File: src/rtl/shift_serializer_pkg.sv
// shift_serializer_pkg: FSM state type and counter-width helper
// shared by the serializer top, its bit counter and the bench.
package shift_serializer_pkg;

  typedef enum logic [1:0] {
    ST_IDLE,
    ST_SHIFT,
    ST_PARITY
  } state_t;

  // Counter must hold WIDTH itself, hence WIDTH+1 codes.
  function automatic int cnt_w(input int width);
    return $clog2(width + 1);
  endfunction

endpackage

File: src/rtl/shift_serializer_if.sv
// shift_serializer_if: load handshake (load_valid/ready/data), bit
// strobe (enable) and serial side (ser_out/valid/last, busy, done).
interface shift_serializer_if #(
  parameter int WIDTH = 8
) ();

  logic             load_valid;
  logic             load_ready;
  logic [WIDTH-1:0] load_data;
  logic             enable;
  logic             ser_out;
  logic             ser_valid;
  logic             ser_last;
  logic             busy;
  logic             done;

  modport master (
    output load_valid,
    output load_data,
    output enable,
    input  load_ready,
    input  ser_out,
    input  ser_valid,
    input  ser_last,
    input  busy,
    input  done
  );

  modport slave (
    input  load_valid,
    input  load_data,
    input  enable,
    output load_ready,
    output ser_out,
    output ser_valid,
    output ser_last,
    output busy,
    output done
  );

endinterface

File: src/rtl/shift_bit_counter.sv
// shift_bit_counter: loadable down-counter of remaining data bits.
// Ports: clk, rst, load (set to WIDTH), dec (count-1), is_one.
module shift_bit_counter
  import shift_serializer_pkg::*;
#(
  parameter int WIDTH = 8
) (
  input  logic clk,
  input  logic rst,
  input  logic load,
  input  logic dec,
  output logic is_one
);

  localparam int CW = cnt_w(WIDTH);

  logic [CW-1:0] count;

  always_ff @(posedge clk or posedge rst) begin
    if (rst) begin
      count <= '0;
    end else if (load) begin
      count <= CW'(WIDTH);
    end else if (dec) begin
      count <= count - CW'(1);
    end
  end

  assign is_one = (count == CW'(1));

endmodule

File: src/rtl/shift_serializer.sv
// shift_serializer: WIDTH-bit parallel-to-serial shifter, LSB/MSB first.
// Ports: clk, rst, bus (slave); SHIFT_SERIALIZER_PARITY_EN adds parity bit.
module shift_serializer
  import shift_serializer_pkg::*;
#(
  parameter int WIDTH      = 8,
  parameter bit MSB_FIRST  = 1'b0,
  parameter bit ODD_PARITY = 1'b0
) (
  input logic              clk,
  input logic              rst,
  shift_serializer_if.slave bus
);

  state_t           state;
  logic [WIDTH-1:0] shreg;
  logic [WIDTH-1:0] shreg_nxt;
  logic             head;
  logic             done_q;
  logic             cnt_one;
  logic             accept;
  logic             consume;
  logic             so;

  assign accept  = bus.load_valid & (state == ST_IDLE);
  assign consume = bus.enable & (state == ST_SHIFT);

  shift_bit_counter #(
    .WIDTH (WIDTH)
  ) u_cnt (
    .clk    (clk),
    .rst    (rst),
    .load   (accept),
    .dec    (consume),
    .is_one (cnt_one)
  );

  // Shift direction: head bit is the one on the wire,
  // zero fill enters from the opposite end.
  generate
    if (MSB_FIRST) begin : g_msb
      assign head      = shreg[WIDTH-1];
      assign shreg_nxt = {shreg[WIDTH-2:0], 1'b0};
    end else begin : g_lsb
      assign head      = shreg[0];
      assign shreg_nxt = {1'b0, shreg[WIDTH-1:1]};
    end
  endgenerate

`ifdef SHIFT_SERIALIZER_PARITY_EN
  logic par_q;

  always_ff @(posedge clk or posedge rst) begin
    if (rst) begin
      par_q <= 1'b0;
    end else if (accept) begin
      par_q <= (^bus.load_data) ^ ODD_PARITY;
    end
  end
`endif

  always_ff @(posedge clk or posedge rst) begin
    if (rst) begin
      state  <= ST_IDLE;
      shreg  <= '0;
      done_q <= 1'b0;
    end else begin
      done_q <= 1'b0;
      unique case (state)
        ST_IDLE: begin
          if (bus.load_valid) begin
            shreg <= bus.load_data;
            state <= ST_SHIFT;
          end
        end
        ST_SHIFT: begin
          if (bus.enable) begin
            shreg <= shreg_nxt;
            if (cnt_one) begin
`ifdef SHIFT_SERIALIZER_PARITY_EN
              state  <= ST_PARITY;
`else
              state  <= ST_IDLE;
              done_q <= 1'b1;
`endif
            end
          end
        end
`ifdef SHIFT_SERIALIZER_PARITY_EN
        ST_PARITY: begin
          if (bus.enable) begin
            state  <= ST_IDLE;
            done_q <= 1'b1;
          end
        end
`endif
        default: state <= ST_IDLE;
      endcase
    end
  end

  always_comb begin
    so = 1'b0;
    unique case (1'b1)
      (state == ST_SHIFT):  so = head;
`ifdef SHIFT_SERIALIZER_PARITY_EN
      (state == ST_PARITY): so = par_q;
`endif
      default:              so = 1'b0;
    endcase
  end

  assign bus.ser_out    = so;
  assign bus.load_ready = (state == ST_IDLE);
  assign bus.busy       = (state != ST_IDLE);
  assign bus.ser_valid  = (state != ST_IDLE);
  assign bus.done       = done_q;

`ifdef SHIFT_SERIALIZER_PARITY_EN
  assign bus.ser_last = (state == ST_PARITY);
`else
  assign bus.ser_last = (state == ST_SHIFT) & cnt_one;
`endif

endmodule

File: src/flat_wrapper.sv
// flat-port wrapper written by rule: the top's interface ports become plain ports
module shift_serializer_flat import shift_serializer_pkg::*;
#(
  parameter int WIDTH      = 8,
  parameter bit MSB_FIRST  = 1'b0,
  parameter bit ODD_PARITY = 1'b0
)
  (clk, rst, bus_load_valid, bus_load_data, bus_enable, bus_load_ready, bus_ser_out, bus_ser_valid, bus_ser_last, bus_busy, bus_done);
  shift_serializer_if #(.WIDTH(WIDTH)) bus_i ();
  input logic clk;
  input logic rst;
  input wire logic [$bits(bus_i.load_valid)-1:0] bus_load_valid;
  input wire logic [$bits(bus_i.load_data)-1:0] bus_load_data;
  input wire logic [$bits(bus_i.enable)-1:0] bus_enable;
  output wire logic [$bits(bus_i.load_ready)-1:0] bus_load_ready;
  output wire logic [$bits(bus_i.ser_out)-1:0] bus_ser_out;
  output wire logic [$bits(bus_i.ser_valid)-1:0] bus_ser_valid;
  output wire logic [$bits(bus_i.ser_last)-1:0] bus_ser_last;
  output wire logic [$bits(bus_i.busy)-1:0] bus_busy;
  output wire logic [$bits(bus_i.done)-1:0] bus_done;
  assign bus_i.load_valid = bus_load_valid;
  assign bus_i.load_data = bus_load_data;
  assign bus_i.enable = bus_enable;
  assign bus_load_ready = bus_i.load_ready;
  assign bus_ser_out = bus_i.ser_out;
  assign bus_ser_valid = bus_i.ser_valid;
  assign bus_ser_last = bus_i.ser_last;
  assign bus_busy = bus_i.busy;
  assign bus_done = bus_i.done;
  shift_serializer #(.WIDTH(WIDTH), .MSB_FIRST(MSB_FIRST), .ODD_PARITY(ODD_PARITY)) u_core (.clk(clk), .rst(rst), .bus(bus_i));
endmodule
File: config.mk
export PLATFORM = sky130hd
export DESIGN_NAME = shift_serializer_flat
export DESIGN_NICKNAME = d
export VERILOG_FILES = /design/src/rtl/shift_serializer_pkg.sv /design/src/rtl/shift_serializer_if.sv /design/src/rtl/shift_bit_counter.sv /design/src/rtl/shift_serializer.sv /design/src/flat_wrapper.sv
export SDC_FILE = /design/constraint.sdc
export NUM_CORES = 1
export LEC_CHECK = 0
export ABC_AREA = 0
export BUFFER_PORTS_ARGS = -buffer_cell sky130_fd_sc_hd__clkbuf_2
export CAP_MARGIN = 20
export CELL_PAD_IN_SITES_DETAIL_PLACEMENT = 0
export CELL_PAD_IN_SITES_GLOBAL_PLACEMENT = 1
export CORE_UTILIZATION = 41
export DETAILED_ROUTE_END_ITERATION = 8
export MAX_ROUTING_LAYER = met4
export PLACE_DENSITY_LB_ADDON = 0.08
export SYNTH_ARGS = -nofsm -noshare
export SYNTH_HDL_FRONTEND = slang
export SYNTH_SLANG_ARGS = --single-unit
export TNS_END_PERCENT = 10
File: constraint.sdc
create_clock -name clk -period 3.2 [get_ports clk]
set_input_delay 0.48 -clock clk [delete_from_list [all_inputs] [get_ports clk]]
set_output_delay 0.48 -clock clk [all_outputs]
set_load 0.05 [all_outputs]
==> flow_summary.rst <==
.. list-table::
   :header-rows: 1

   * - Metric
     - Value
   * - Status
     - finished, violations left
   * - Violations in the final reports
     - design-rule violations
   * - Setup Buffers After CTS
     - 0
   * - Worst slack at placement
     - 1470 ps
   * - Die boundary width
     - 43.6 um
   * - CP top delay family
     - flip-flops
   * - Share of cells above drive strength 1
     - 27.1%
   * - Vias in the first global route
     - 522
   * - Post-synthesis compound-gate area fraction
     - 12.7%
   * - Post-synthesis instance total
     - 70
   * - Full die area
     - 1900 um2
   * - Synthesized Nets
     - 84
   * - Kind of capture point of the worst setup path
     - output pin
   * - Largest driver fanout on the critical path
     - 18
   * - Number of primary I/O pins
     - 18
   * - Synthesized area divided by synthesized cell count
     - 10.1 um2
   * - Total setup violations reported at the end of the flow
     - 0
   * - 1st-pass router iterations
     - 6
   * - Clock Skews
     - 1.43 ps
   * - Mean number of vias per cell
     - 5.32
   * - Largest net degree at the start of global routing
     - 19
   * - Area taken by flip-flops and latches
     - 350 um2
   * - Aggregate routed wire length
     - 1.24 mm
   * - Crit path cell chain
     - and4bb_2 -> clkbuf_2
   * - Parity-gate share of the synthesized area counting xor and xnor cells
     - 1.23%
   * - Clock buffer count from CTS
     - 3
   * - Synthesized-area fraction occupied by and/or/nand/nor cells
     - 20.1%
   * - Combined buffer and inverter count along the critical path
     - 1
   * - First element of the critical path
     - u_core.state[0]$_DFFE_PP0P_
   * - Yosys warnings
     - 0
   * - Max transition margin
     - 63.8%
   * - Area of the multi-input gates
     - 308 um2
   * - Largest buffer count on any clock path
     - 2
   * - Number of core rows
     - 14
   * - Final weighted congestion of routability-driven global placement
     - 0.779
   * - Synthesized flop and latch total
     - 14
   * - Reg-to-reg startpoint
     - u_core.state[0]$_DFFE_PP0P_
   * - Worst reg2reg path depth
     - 3
   * - Highest-count cells in the layout ignoring fill and taps
     - sky130_fd_sc_hd__clkbuf_2, sky130_fd_sc_hd__dfrtp_1, sky130_fd_sc_hd__nor2_1
   * - Worst min-delay path class
     - input pin to async pin
   * - Sequential area share after synthesis
     - 49.4%
   * - Post-detailed-route count of antenna-violating nets
     - 0
   * - Data required, critical path
     - 2720 ps
   * - CTS tree
     - built
   * - Unrepaired setup endpoints after global routing
     - no
   * - Mux cell area share after synthesis
     - 5.82%
   * - Fin area
     - 801 um2
   * - Synthesis-to-finish area growth
     - 12.9%
   * - Clk Tree Root Cell
     - sky130_fd_sc_hd__clkbuf_4
   * - Most common library cell in the layout ignoring fill and taps
     - sky130_fd_sc_hd__clkbuf_2
   * - Cell area after technology mapping
     - 709 um2
   * - Worst path slowest cell
     - sky130_fd_sc_hd__dfrtp_1
   * - Quantity of hold-fixing buffers added after cts
     - 0
   * - Insertion delay to the later sink of the worst-skew pair
     - 270 ps
   * - GR Util All Layers
     - 16.6%
   * - Die height
     - 43.6 um
   * - Accumulated negative setup slack
     - 0 ps
   * - Max-cap check violation count
     - 0
   * - Sink Count
     - 14
   * - Transition at the pin with the smallest max-transition slack
     - 542 ps
   * - Final setup margin
     - 1190 ps
   * - Leak pwr
     - 0.400 nW
   * - Synth Area in Adders
     - 3.53%
   * - Number of levels in the clock H-tree
     - 1
   * - PD cells
     - 848 nW/um2
   * - Largest family of logic cells by synthesized area
     - simple AND/OR/NAND/NOR gates
   * - Final Cycle Share
     - 62.8%
   * - Antenna violations before repair
     - 0
   * - Kind of critical path
     - register to output pin
   * - Number of vias in the routed layout
     - 537
   * - Global-route wire length before repair
     - 2.21 mm
   * - Final hold violation count
     - 0
   * - Critical Path Source Type
     - register
   * - Remaining routing DRC violations
     - 2
   * - Total number of nets in the final design
     - 101
   * - Endpoint arrival time on the critical path
     - 1530 ps
   * - Upper clock frequency limit
     - 498 MHz
   * - Number of diodes added for antenna fixing
     - 0
   * - Filler cell count in the final layout
     - 160
   * - CORE AREA
     - 1560 um2
   * - Number of buffers added on ports
     - 17
   * - Number of pins with negative max-slew slack in the final report
     - 0
   * - VDD IR max
     - 0.375 mV
   * - Count of different cell masters after synthesis
     - 25
   * - Clk slew on worst S/H paths
     - 80 ps
   * - Standard cell area after detailed placement
     - 778 um2
   * - Maximum cell stage delay along the critical path
     - 680 ps
   * - Resize count post-CTS
     - 0
   * - Average wire per cell in the routed design
     - 12.2 um
   * - Post-route minimum period
     - 2010 ps
   * - DP HPWL
     - 876 um
   * - Total overflow reported by the global router
     - 0
   * - Drt first-iter violations
     - 10
   * - Initial core utilization
     - 45.5%
   * - Critical path depth
     - 2
where the power goes:
group | total, W | switching [W] | internal [W]
sequential | 0.000317 | 0.0000688 | 0.000249
combinational | 0.000267 | 0.000159 | 0.000108
clock | 0.0000949 | 0.0000514 | 0.0000435
synthesized netlist by cell type, drive strengths merged:
master	count	area share, %
a211oi	1	1.1
a21boi	1	1.1
a21oi	2	1.4
a22o	1	1.2
a32o	1	1.4
and2	2	1.8
and4bb	1	1.8
buf	5	5.1
dfrtp	14	49
ha	2	3.5
inv	4	2.1
mux2	1	1.6
mux2i	3	4.2
nand2	3	1.6
nand2b	1	0.88
nand3	4	2.8
nor2	12	6.3
nor2b	1	0.88
nor3	1	0.70
nor4b	1	3.4
o21ai	3	2.1
o22ai	5	4.4
xnor2	1	1.2
flip-flops by register name, summed over array words and instances, names as in the netlist:
name	count
u_core.bus.done	1
u_core.u_cnt.count	4
u_core.shreg	8
u_core.state	1
stage by stage:
stage	power [W]	instances	util [%]	hold WS, ps
final	0.000679	101	51.4	221
after global routing	0.000742	101	51.4	266
after CTS	0.000691	101	51.4	236
after detailed placement	0.000590	98	49.9	491
after global placement	0.000584	98	49.9	483
after floorplan	0.000540	70	-	369
per-layer routing:
metal	routed length (um)	vias to the layer above	share of wire (%)	track usage [%]
met5	0	-	0	-
met4	9	0	0.73	9.38
met3	61	2	4.9	2.50
met2	586	16	47	25.4
met1	580	246	47	21.0
li1	-	273	-	-
cell type report:
cell class              count  share of cell area (%)
flip-flops and latches     14                    43.8
clock buffers               3                    2.81
inverters                   4                    1.88
well taps                  16                    2.50
multi-input cells          47                    38.4
repair buffers             17                    10.6
worst reg2reg max path: stages, from the launching register on:
cell and delay (ps):
sky130_fd_sc_hd__dfrtp_1 680, sky130_fd_sc_hd__mux2_2 450, sky130_fd_sc_hd__nor2_1 110, sky130_fd_sc_hd__nor2_1 60
worst paths after layout:
path,slack (ps),endpoint
worst max-delay path,1190,bus_ser_last
worst min-delay path,220,u_core.state[0]$_DFFE_PP0P_
worst max register to register,1810,u_core.shreg[1]$_DFFE_PP0P_
worst min register to register,500,u_core.shreg[5]$_DFFE_PP0P_
max in group asynchronous,2620,u_core.shreg[7]$_DFFE_PP0P_
min in group clk,460,u_core.shreg[5]$_DFFE_PP0P_
cell families after synthesis:
logic type	after synthesis
and+or+nand+nor	26
AOI/OAI and AO/OA	14
DFF	14
buffers and inverters	9
muxes	4
adders and majority gates	2
xor gates and xnor gates	1
Power figures use the tool's default switching activity.
